### config.mk
export PLATFORM = sky130hd
export DESIGN_NAME = nerv_mem_arbiter_flat
export DESIGN_NICKNAME = d
export VERILOG_FILES = /design/src/rtl/nerv_mem_arbiter_pkg.sv /design/src/rtl/nerv_mem_arbiter_if.sv /design/src/rtl/nerv_mem_arbiter_starve_ctr.sv /design/src/rtl/nerv_mem_arbiter.sv /design/src/flat_wrapper.sv
export SDC_FILE = /design/constraint.sdc
export NUM_CORES = 1
export LEC_CHECK = 0
export CORE_AREA = 2 2 105 107
export DETAILED_ROUTE_END_ITERATION = 12
export DIE_AREA = 0 0 107 109
export PLACE_DENSITY = 0.67
export SETUP_SLACK_MARGIN = 0.15
export SYNTH_ARGS = -nofsm -noshare
export SYNTH_HDL_FRONTEND = slang
export SYNTH_SLANG_ARGS = --single-unit
### constraint.sdc
create_clock -name clock -period 3.1 [get_ports clock]
set_input_delay 0.31 -clock clock [delete_from_list [all_inputs] [get_ports clock]]
set_output_delay 0.31 -clock clock [all_outputs]
set_load 0.01 [all_outputs]
### src/rtl/nerv_mem_arbiter_pkg.sv
// Shared types and widths for the unified-memory fetch/data arbiter.
package nerv_arb_pkg;

  localparam int unsigned XLEN     = 32;
  localparam int unsigned STRB_W   = 4;
  localparam int unsigned STARVE_W = 4;

  typedef enum logic [1:0] {
    OWN_NONE,
    OWN_IF,
    OWN_D
  } owner_t;

endpackage

### src/rtl/nerv_mem_arbiter_if.sv
// Fetch, data and memory-side signals of the arbiter; slave = arbiter view, master = core/memory view.
interface nerv_mem_arbiter_if;
  import nerv_arb_pkg::*;

  logic              i_valid;
  logic [XLEN-1:0]   i_addr;
  logic              i_ready;
  logic              i_rvalid;
  logic [XLEN-1:0]   i_rdata;

  logic              d_valid;
  logic [XLEN-1:0]   d_addr;
  logic [STRB_W-1:0] d_wstrb;
  logic [XLEN-1:0]   d_wdata;
  logic              d_ready;
  logic              d_rvalid;
  logic [XLEN-1:0]   d_rdata;

  logic              m_valid;
  logic [XLEN-1:0]   m_addr;
  logic [STRB_W-1:0] m_wstrb;
  logic [XLEN-1:0]   m_wdata;
  logic [XLEN-1:0]   m_rdata;

  modport slave (
    input  i_valid, i_addr, d_valid, d_addr, d_wstrb, d_wdata, m_rdata,
    output i_ready, i_rvalid, i_rdata, d_ready, d_rvalid, d_rdata,
           m_valid, m_addr, m_wstrb, m_wdata
  );

  modport master (
    output i_valid, i_addr, d_valid, d_addr, d_wstrb, d_wdata, m_rdata,
    input  i_ready, i_rvalid, i_rdata, d_ready, d_rvalid, d_rdata,
           m_valid, m_addr, m_wstrb, m_wdata
  );

endinterface

### src/rtl/nerv_mem_arbiter_starve_ctr.sv
// Saturating count of cycles fetch has waited; raises force_if once the limit is reached.
module nerv_arb_starve_ctr
  import nerv_arb_pkg::*;
#(
  parameter int unsigned STARVE_LIMIT = 4
) (
  input  logic clock,
  input  logic reset,
  input  logic if_wait,
  input  logic granted,
  output logic force_if
);

  localparam logic [STARVE_W-1:0] LIMIT = STARVE_W'(STARVE_LIMIT);

  logic [STARVE_W-1:0] cnt_q;

  always_ff @(posedge clock) begin
    if (!reset) begin
      cnt_q <= '0;
    end else if (granted || !if_wait) begin
      cnt_q <= '0;
    end else if (cnt_q != '1) begin
      cnt_q <= cnt_q + STARVE_W'(1);
    end
  end

  always_comb begin
    force_if = (cnt_q >= LIMIT);
  end

endmodule

### src/rtl/nerv_mem_arbiter.sv
// Single-port memory arbiter: data-priority grant with fetch anti-starvation, 1-cycle read response routing.
// Optional NERV_ARB_PERF_EN adds grant/stall performance counters.
module nerv_mem_arbiter
  import nerv_arb_pkg::*;
#(
  parameter int unsigned     STARVE_LIMIT = 4,
  parameter logic [XLEN-1:0] RESET_ADDR   = 32'h0000_0000
) (
  input  logic               clock,
  input  logic               reset,
  nerv_mem_arbiter_if.slave  bus
`ifdef NERV_ARB_PERF_EN
  ,
  output logic [31:0]        perf_if_grants,
  output logic [31:0]        perf_d_grants,
  output logic [31:0]        perf_if_stall
`endif
);

  logic   force_if;
  logic   i_grant;
  logic   d_grant;
  owner_t owner_q;
  logic   unused_addr_lsbs;

  always_comb begin
    unused_addr_lsbs = ^{bus.i_addr[1:0], bus.d_addr[1:0]};
  end

  // Grants depend only on registered state and current requests; reset low blocks all grants.
  always_comb begin
    d_grant = reset && bus.d_valid && !(force_if && bus.i_valid);
    i_grant = reset && bus.i_valid && !d_grant;
  end

  always_comb begin
    bus.i_ready = i_grant;
    bus.d_ready = d_grant;
    bus.m_valid = i_grant || d_grant;
    bus.m_addr  = RESET_ADDR;
    bus.m_wstrb = '0;
    bus.m_wdata = '0;
    if (d_grant) begin
      bus.m_addr  = {bus.d_addr[XLEN-1:2], 2'b00};
      bus.m_wstrb = bus.d_wstrb;
      bus.m_wdata = bus.d_wdata;
    end else if (i_grant) begin
      bus.m_addr  = {bus.i_addr[XLEN-1:2], 2'b00};
    end
  end

  nerv_arb_starve_ctr #(
    .STARVE_LIMIT (STARVE_LIMIT)
  ) u_starve (
    .clock    (clock),
    .reset    (reset),
    .if_wait  (bus.i_valid && !i_grant),
    .granted  (i_grant),
    .force_if (force_if)
  );

  // Data writes return nothing, so they leave no owner for the response cycle.
  always_ff @(posedge clock) begin
    if (!reset) begin
      owner_q <= OWN_NONE;
    end else if (i_grant) begin
      owner_q <= OWN_IF;
    end else if (d_grant && (bus.d_wstrb == '0)) begin
      owner_q <= OWN_D;
    end else begin
      owner_q <= OWN_NONE;
    end
  end

  always_comb begin
    bus.i_rvalid = reset && (owner_q == OWN_IF);
    bus.d_rvalid = reset && (owner_q == OWN_D);
    bus.i_rdata  = bus.i_rvalid ? bus.m_rdata : '0;
    bus.d_rdata  = bus.d_rvalid ? bus.m_rdata : '0;
  end

`ifdef NERV_ARB_PERF_EN
  always_ff @(posedge clock) begin
    if (!reset) begin
      perf_if_grants <= '0;
      perf_d_grants  <= '0;
      perf_if_stall  <= '0;
    end else begin
      if (i_grant)                  perf_if_grants <= perf_if_grants + 32'd1;
      if (d_grant)                  perf_d_grants  <= perf_d_grants + 32'd1;
      if (bus.i_valid && !i_grant)  perf_if_stall  <= perf_if_stall + 32'd1;
    end
  end
`endif

  a_if_hold: assert property (@(posedge clock) disable iff (!reset)
    (bus.i_valid && !i_grant) |=> bus.i_valid);
  a_d_hold: assert property (@(posedge clock) disable iff (!reset)
    (bus.d_valid && !d_grant) |=> bus.d_valid);

endmodule

### src/flat_wrapper.sv
// flat-port wrapper written by rule: the top's interface ports become plain ports
module nerv_mem_arbiter_flat import nerv_arb_pkg::*;
#(
  parameter int unsigned     STARVE_LIMIT = 4,
  parameter logic [XLEN-1:0] RESET_ADDR   = 32'h0000_0000
)
  (clock, reset, bus_i_valid, bus_i_addr, bus_d_valid, bus_d_addr, bus_d_wstrb, bus_d_wdata, bus_m_rdata, bus_i_ready, bus_i_rvalid, bus_i_rdata, bus_d_ready, bus_d_rvalid, bus_d_rdata, bus_m_valid, bus_m_addr, bus_m_wstrb, bus_m_wdata);
  nerv_mem_arbiter_if bus_i ();
  input  logic clock;
  input  logic reset;
  input wire logic [$bits(bus_i.i_valid)-1:0] bus_i_valid;
  input wire logic [$bits(bus_i.i_addr)-1:0] bus_i_addr;
  input wire logic [$bits(bus_i.d_valid)-1:0] bus_d_valid;
  input wire logic [$bits(bus_i.d_addr)-1:0] bus_d_addr;
  input wire logic [$bits(bus_i.d_wstrb)-1:0] bus_d_wstrb;
  input wire logic [$bits(bus_i.d_wdata)-1:0] bus_d_wdata;
  input wire logic [$bits(bus_i.m_rdata)-1:0] bus_m_rdata;
  output wire logic [$bits(bus_i.i_ready)-1:0] bus_i_ready;
  output wire logic [$bits(bus_i.i_rvalid)-1:0] bus_i_rvalid;
  output wire logic [$bits(bus_i.i_rdata)-1:0] bus_i_rdata;
  output wire logic [$bits(bus_i.d_ready)-1:0] bus_d_ready;
  output wire logic [$bits(bus_i.d_rvalid)-1:0] bus_d_rvalid;
  output wire logic [$bits(bus_i.d_rdata)-1:0] bus_d_rdata;
  output wire logic [$bits(bus_i.m_valid)-1:0] bus_m_valid;
  output wire logic [$bits(bus_i.m_addr)-1:0] bus_m_addr;
  output wire logic [$bits(bus_i.m_wstrb)-1:0] bus_m_wstrb;
  output wire logic [$bits(bus_i.m_wdata)-1:0] bus_m_wdata;
  assign bus_i.i_valid = bus_i_valid;
  assign bus_i.i_addr = bus_i_addr;
  assign bus_i.d_valid = bus_d_valid;
  assign bus_i.d_addr = bus_d_addr;
  assign bus_i.d_wstrb = bus_d_wstrb;
  assign bus_i.d_wdata = bus_d_wdata;
  assign bus_i.m_rdata = bus_m_rdata;
  assign bus_i_ready = bus_i.i_ready;
  assign bus_i_rvalid = bus_i.i_rvalid;
  assign bus_i_rdata = bus_i.i_rdata;
  assign bus_d_ready = bus_i.d_ready;
  assign bus_d_rvalid = bus_i.d_rvalid;
  assign bus_d_rdata = bus_i.d_rdata;
  assign bus_m_valid = bus_i.m_valid;
  assign bus_m_addr = bus_i.m_addr;
  assign bus_m_wstrb = bus_i.m_wstrb;
  assign bus_m_wdata = bus_i.m_wdata;
  nerv_mem_arbiter #(.STARVE_LIMIT(STARVE_LIMIT), .RESET_ADDR(RESET_ADDR)) u_core (.clock(clock), .reset(reset), .bus(bus_i));
endmodule
# After elaboration in Yosys (flattened, before gate mapping)

Index checks and enable logic that the tools add are counted.

Output and inout bits: 137
Bits of input ports: 136
Bits in registers: 6
Logic and storage cells: 35

Equality and inequality tests: 3
Add/subtract/negate cells: 1
Bitwise logic cells: 1
$lt $le $gt $ge: 1
Muxes and demuxes: 8
Reductions and logical operators: 18

Operators with widths:

| operator              | number |
|---|---|
| $mux W32              | 5 |
| $logic_and A1 B1 Y1   | 9 |
| $add A4 B1 Y4 const B | 1 |
| $ge A4 B3 Y1 const B  | 1 |
| $logic_not A1 Y1      | 4 |
| $logic_not A4 Y1      | 1 |
| $mux W4               | 1 |
| $ne A4 B4 Y1 const B  | 1 |
| $reduce_or A2 Y1      | 2 |
| $eq A2 B1 Y1 const B  | 1 |
| $eq A2 B2 Y1 const B  | 1 |
| $logic_or A1 B1 Y1    | 2 |
| $mux W2               | 1 |
| $mux W1               | 1 |
| $not A1 Y1            | 1 |

# Logic depth before layout (Yosys ltp)

Gate-level depths: netlist of the first run.

Depth in word-level cells: 11
Gate-level depth with buffers: 5
Depth with buffers taken out: 4

# Hierarchy

From an unflattened synthesis of the first run, not the netlist that was laid out.

Cell total of the unflattened synthesis: 184
Area, all modules: 1287.5 um^2

By module, submodules not included:

| module              | cells each | area an instance (um^2) | times used | seq. area each (um^2) |
|---|---|---|---|---|
| nerv_mem_arbiter    | 164        | 1104.8                  | 1          | 40.0 |
| nerv_arb_starve_ctr | 20         | 182.7                   | 1          | 80.1 |

# Worst setup path before layout of the first run

No wires, ideal clock.

Kind: reg2out
From: register u_core.u_starve.cnt_q[3]
To: output bus_m_addr[10]
Path slack: 1728 ps
Path buffers: 2
Data required time: 2790 ps
Arrival: 1062 ps
Cell stages (with the launch flop): 6
Path through: dfxtp_1 > o21ai_1 > and3_1 > buf_6 > buf_6 > a22o_1

Word-level cells in the longest chain between the ends: 8

RTL lines:

| what                     | line                              | source |
|---|---|---|
| start: declaration       | nerv_mem_arbiter_starve_ctr.sv:16 | `logic [STARVE_W-1:0] cnt_q;` |
| start signal: assignment | nerv_mem_arbiter_starve_ctr.sv:24 | `cnt_q <= cnt_q + STARVE_W'(1);` |
| $ge A4 B3 Y1 *           | nerv_mem_arbiter_starve_ctr.sv:29 | `force_if = (cnt_q >= LIMIT);` |
| $logic_and A1 B1 Y1 *    | nerv_mem_arbiter.sv:32            | `d_grant = reset && bus.d_valid && !(force_if && bus.i_valid);` |
| $logic_not A1 Y1 *       | nerv_mem_arbiter.sv:32            |  |
| $logic_and A1 B1 Y1 *    | nerv_mem_arbiter.sv:32            |  |
| $logic_not A1 Y1         | nerv_mem_arbiter.sv:33            | `i_grant = reset && bus.i_valid && !d_grant;` |
| $logic_and A1 B1 Y1      | nerv_mem_arbiter.sv:33            |  |
| $mux W32                 | nerv_mem_arbiter.sv:47            | `end else if (i_grant) begin` |
| $mux W32 *               | nerv_mem_arbiter.sv:43            | `if (d_grant) begin` |
| end: declaration         | flat_wrapper.sv:25                | `output wire logic [$bits(bus_i.m_addr)-1:0] bus_m_addr;` |

Mark *: on every way between the ends. The rest lies on a longest branch, timed or not.

# Worst setup path after layout of the first run

From: input reset
To: output bus_m_addr[27]

Word-level cells in the longest chain between the ends: 6
Elaborated cells on any way between the ends: 7
Those cells by class: 2 x mux; 5 x reduce/logical

RTL lines:

| what                             | line                   | source |
|---|---|---|
| start: declaration               | flat_wrapper.sv:10     | `input logic reset;` |
| $logic_and A1 B1 Y1 (2 in a row) | nerv_mem_arbiter.sv:32 |  |
| $logic_not A1 Y1                 | nerv_mem_arbiter.sv:33 |  |
| $logic_and A1 B1 Y1              | nerv_mem_arbiter.sv:33 |  |
| $mux W32                         | nerv_mem_arbiter.sv:47 |  |
| $mux W32 *                       | nerv_mem_arbiter.sv:43 |  |

Marks and branches as above.

==> run summary, run 1 <==
largest net degree at the start of global routing - 71
largest fanout on the critical path - 31
setup TNS - 0 ps
CTS Buffer Depth - 2
Crit path largest cell delay - 600 ps
Seq pwr share - 13.6%
antenna violations before repair - 0
#FFs+latches synth - 6
Clk Latency, worst-skew pair - 220 ps
synth unique cells - 23
Post-Layout Cell Count - 573
Total Power - 0.5902 mW
post_cts resized - 0
Core Footprint - 0.01060 mm2
ratio of cells with drive above 1 in the final layout - 2.540%
Setup CP Type - input pin to output pin
Die X - 107 um
post-CTS setup repair buffer count - 0
clock transition at the registers of the reported paths - 40 ps
max frequency - 376.2 MHz
Overall Global Routing Usage - 12.09%
Clk network pwr share - 19.5%
Antenna diodes - 0
hpwl dp - 6.981 mm
Logic pwr share - 66.9%
worst path cell trace - clkdlybuf4s50_1 > nand2_1 > a21oi_2 > buf_4 > a22o_1 > clkdlybuf4s50_1
YS warnings - 0
Mapped Cells - 177
net switching power - 0.1556 mW
Final Cell Area - 0.004085 mm2
Die H - 109 um
Inserted Clock Buffers - 3
Nets - 572
Post-DRT Antenna Nets - 0
required time of the critical path - 2790 ps
DR WL/cell - 14.09 um
final worst-path cycle share - 85.74%
VDD IR max - 98.69 uV
Pwr per Cell Area - 144.5 mW/mm2
Fin. Hold Viols - 0
Post-Place Cell Area - 0.004044 mm2
routability cong. - 0.7584
drt total wl - 8.076 mm
critical path launch point type - input pin
Iter 0 DRT Violations - 140
Seq/Total Area, Yosys - 9.366%
final setup vio count - 0
RSZ-0062 raised after global routing - no
Final Slew Violations - 0
Initial Util - 12.10%
htree depth - 1
DP Cell Count - 570
Synth Area per Inst - 7.246 um2
max cap viols - 0
worst slack, placed - 463.4 ps
Most common cell on crit path - clkdlybuf4s50_1
CTS Sinks - 6
CP max-delay cell - clkdlybuf4s50_1
P_leak - 1.555 nW
Crit. End Element - output pin
num rows - 38
IO buf count - 266
worst setup margin - 442.1 ps
die area - 0.01166 mm2
outcome - finished, final reports clean
Worst Skew - 0.8007 ps
first-pass GRT wire length - 11.32 mm
area grow syn2layout - 218.5%
Tightest Hold Check Type - flop to flop
cts hold-fix bufs - 0
vias - 2249
DRC - 0
vias per cell - 3.925
vias in the first global route - 2140
Top Ports - 273
DRT Pass-1 Iters - 5
critical path arrival - 2350 ps
Net Sw Frac - 26.37%
CTS tree - yes
grt ovf - 0
mapped cell area - 0.001282 mm2
Final Critical Period - 2658 ps
Int Pwr - 0.4346 mW
root buf cell - clkbuf_8
Yosys top cell area share - 48.78%
area leader, netlist - and2_1
synth top area cells - and2_1, a22o_1, dfxtp_1
path summary, 6_finish.rpt:
path / cells after the start / start / slack [ps] / to
worst max-delay path: 6 / reset / 440 / bus_m_addr[27]
worst min-delay path: 3 / u_core.u_starve.cnt_q[2] / 580 / u_core.u_starve.cnt_q[2]
worst max register to register: 4 / u_core.u_starve.cnt_q[3] / 1940 / u_core.u_starve.cnt_q[1]
worst min register to register: 3 / u_core.u_starve.cnt_q[2] / 580 / u_core.u_starve.cnt_q[2]
final cells by class:
class,instances,area [um2]
well taps,140,175.2
multi-input cells,154,1044
fillers,1070,6518
clock buffers,3,41.29
repair buffers,270,2705
flip-flops and latches,6,120.1
stage by stage:
step | utilization [%] | hold slack (ps)
CTS | 38.53 | 577.9
floorplan | - | 401.9
detailed placement | 38.14 | 575.2
global route | 38.53 | 615.1
global placement | 38.14 | 554.3
finish | 38.53 | 583.3
kinds of logic (layout without fill, tap and decap cells):
family | after synthesis | after routing | synth area share (%)
buf+inv | 19 | 273 | 9.951
flops | 6 | 6 | 9.366
fa+ha+maj | 1 | 1 | 0.9755
simple gates | 114 | 114 | 55.41
xor+xnor | 1 | 1 | 0.6831
other cells | 1 | 3 | 0.2924
mux | 1 | 1 | 0.7805
compound gates | 34 | 34 | 22.54
placed cells by master, fill, tap and decap left out, drive strengths merged:
cell type      synthesis  layout
nor4                   1       1
a22o                  30      30
conb                   1       3
and3                   2       2
nor3b                  2       2
a21oi                  2       2
and2                 100     100
dfxtp                  6       6
o21ai                  1       1
clkbuf                 6       3
nand3                  2       2
nand2                  3       3
buf                   13       4
mux2i                  1       1
and3b                  1       1
xnor2                  1       1
o21a                   1       1
ha                     1       1
clkdlybuf4s50          0     266
nor2                   3       3
power by group through the flow:
stage | registers, mW | clock network, mW | logic [mW]
2_1_floorplan | 0.0814 | 0 | 0.110
3_3_place_gp | 0.0815 | 0 | 0.392
3_5_place_dp | 0.0816 | 0 | 0.396
4_1_cts | 0.0805 | 0.119 | 0.398
5_1_grt | 0.0806 | 0.124 | 0.421
6_report | 0.0805 | 0.115 | 0.395
flip-flops by register name, summed over array words and instances, names as in the netlist:
| name | flops |
|---|---|
| u_core.u_starve.cnt_q | 4 |
| u_core.owner_q | 2 |
metal layers:
layer	GRT usage, %	wire, um	up-vias	part of all wire, %
met5	0	0	-	0
met4	1.391	40	0	0.50
met3	3.945	792	2	9.8
met2	23.61	4430	126	55
met1	12.99	2812	1016	35
li1	-	-	1105	-
worst max-delay path: cells and delay by family:
family	cells	cell delay, ps
AOI/OAI and AO/OA	2	330
buffers and inverters	3	1500
and+or+nand+nor	1	190
synthesized netlist by cell type:
| cell | number |
|---|---|
| nand3_1 | 2 |
| nor4_1 | 1 |
| buf_2 | 4 |
| mux2i_1 | 1 |
| and3_1 | 2 |
| and2_1 | 100 |
| buf_6 | 4 |
| buf_4 | 5 |
| and3b_1 | 1 |
| dfxtp_1 | 6 |
| o21ai_1 | 1 |
| conb_1 | 1 |
| nand2_1 | 3 |
| clkbuf_1 | 4 |
| a22o_1 | 30 |
| nor3b_2 | 2 |
| xnor2_1 | 1 |
| clkbuf_2 | 2 |
| nor2_1 | 3 |
| a21oi_1 | 1 |
| ha_1 | 1 |
| o21a_1 | 1 |
| a21oi_2 | 1 |
Power figures use the tool's default switching activity.
==> run 2, diff against run 1 <==
GPL_TIMING_DRIVEN = 0   (was not set)
==> run summary, run 2 (synthesis gave the netlist of run 1 again) <==
Die X - 107 um (unchanged)
antenna violations before repair - 0 (unchanged)
Largest register FFs - 4 (unchanged)
Core Footprint - 0.01060 mm2 (unchanged)
final setup vio count - 0 (unchanged)
RSZ-0062 raised after global routing - no
first-pass GRT wire length - 11.94 mm (+5.4%)
hpwl dp - 7.601 mm (+8.9%)
Most common cell on crit path - clkdlybuf4s50_1
post-CTS setup repair buffer count - 0 (unchanged)
worst path cell trace - clkdlybuf4s50_1 > nand2_1 > nor2_2 > clkbuf_1 > and2_1 > clkdlybuf4s50_1
P_leak - 1.615 nW (+3.9%)
Overall Global Routing Usage - 13.03% (+0.94 points)
critical path launch point type - input pin
critical path arrival - 2340 ps (about the same)
setup TNS - 0 ps (unchanged)
htree depth - 1 (unchanged)
DR WL/cell - 14.49 um (+2.8%)
clock transition at the registers of the reported paths - 30 ps (about the same)
Final Core Density - 39.34% (+0.81 points)
most frequent cells in the layout - clkdlybuf4s50_1, and2_1, a22o_1
num rows - 38 (unchanged)
DRT Pass-1 Iters - 6 (+1)
area taken by multi-input logic gates - 0.001045 mm2 (+0.12%)
root buf cell - clkbuf_8
largest fanout on the critical path - 10 (-68%)
grt ovf - 0 (unchanged)
CTS tree - yes
max frequency - 377.1 MHz (+0.23%)
Antenna diodes - 0 (unchanged)
Initial Util - 12.10% (unchanged)
Iter 0 DRT Violations - 74 (-47%)
final worst-path cycle share - 85.54% (-0.20 points)
DRC - 0 (unchanged)
Crit path largest cell delay - 590 ps (about the same)
most common cell after layout, fill and taps aside - clkdlybuf4s50_1
Fin. Hold Viols - 0 (unchanged)
vias in the first global route - 2175 (+1.6%)
Top Ports - 273 (unchanged)
Total Power - 0.6028 mW (+2.1%)
Final Slew Violations - 0 (unchanged)
register area - 120.1 um2 (unchanged)
Largest regs - u_core.u_starve.cnt_q (4), u_core.owner_q (2)
CTS Buffer Depth - 2 (unchanged)
largest net degree at the start of global routing - 11 (-85%)
Post-DRT Antenna Nets - 0 (unchanged)
required time of the critical path - 2790 ps (about the same)
Clk Latency, worst-skew pair - 220 ps (about the same)
CTS Sinks - 6 (unchanged)
IO buf count - 266 (unchanged)
area grow syn2layout - 225.3%
Top reg by flops - u_core.u_starve.cnt_q
Inserted Clock Buffers - 3 (unchanged)
VDD IR max - 73.29 uV (-26%)
ratio of cells with drive above 1 in the final layout - 4.911% (+2.4 points)
routability cong. - 0.7668 (+1.1%)
CP max-delay cell - clkdlybuf4s50_1
outcome - finished, final reports clean
max cap viols - 0 (unchanged)
Final Critical Period - 2652 ps (-6.134 ps)
drt total wl - 8.522 mm (+5.5%)
die area - 0.01166 mm2 (unchanged)
Layout fillers - 1061 (-0.84%)
Pwr per Cell Area - 144.5 mW/mm2 (about the same)
Setup CP Type - input pin to output pin
cts hold-fix bufs - 0 (unchanged)
vias per cell - 3.913 (-0.30%)
Tightest Hold Check Type - flop to flop
Crit. End Element - output pin
Worst Skew - 3.637 ps (+2.836 ps)
Die H - 109 um (unchanged)
Nets - 587 (+2.6%)
vias - 2301 (+2.3%)
[run 2: final cells by class]
cell class / count / share of cell area, %
timing repair buffer: 266 / 63.83
multi-input combinational: 154 / 25.04
tap: 140 / 4.199
buffer: 19 / 3.059
sequential: 6 / 2.879
clock buffer: 3 / 0.9898
[run 2: worst max-delay path, delay by kind of cell]
kind	cells	cell delay, ps
buf+inv	3	1460
simple gates	3	570
[run 2: routing by layer]
| metal | up-vias | track usage (%) | part of all wire, % |
|---|---|---|---|
| li1 | 1133 | - | - |
| met1 | 1029 | 14.06 | 35 |
| met2 | 131 | 25.52 | 55 |
| met3 | 8 | 4.124 | 9.4 |
| met4 | 0 | 1.391 | 0.63 |
| met5 | - | 0 | 0 |
[run 2: timing repair]
action / 4_1_cts / 5_1_grt
hold endpoints to repair: 0 / 0
gates resized for setup: 0 / 1
endpoints found under the setup margin: 0 / 4
[run 2: final timing paths]
check	startpoint	end	slack (ps)	cells after the start
min reg2reg	u_core.u_starve.cnt_q[0]	u_core.u_starve.cnt_q[0]	570	2
max reg2reg	u_core.u_starve.cnt_q[3]	u_core.owner_q[1]	1880	5
max	reset	bus_i_rdata[2]	450	6
min	u_core.u_starve.cnt_q[0]	u_core.u_starve.cnt_q[0]	570	2
[run 2: metrics by stage]
stage	instance area, um2	cells	setup slack (ps)	hold slack [ps]
after CTS	4169	588	295.0	575.5
final	4172	588	448.3	572.8
after global placement	4128	585	352.9	554.3
after global routing	4172	588	270.1	611.0
after floorplan	1290	179	1728	401.9
after detailed placement	4128	585	295.2	558.5
[run 2: power by group]
part	internal (mW)	leakage, nW	switching [mW]	total (mW)
clock network	0.0834	0.0216	0.0329	0.116
logic	0.280	1.54	0.126	0.406
registers	0.0795	0.0490	0.00111	0.0806
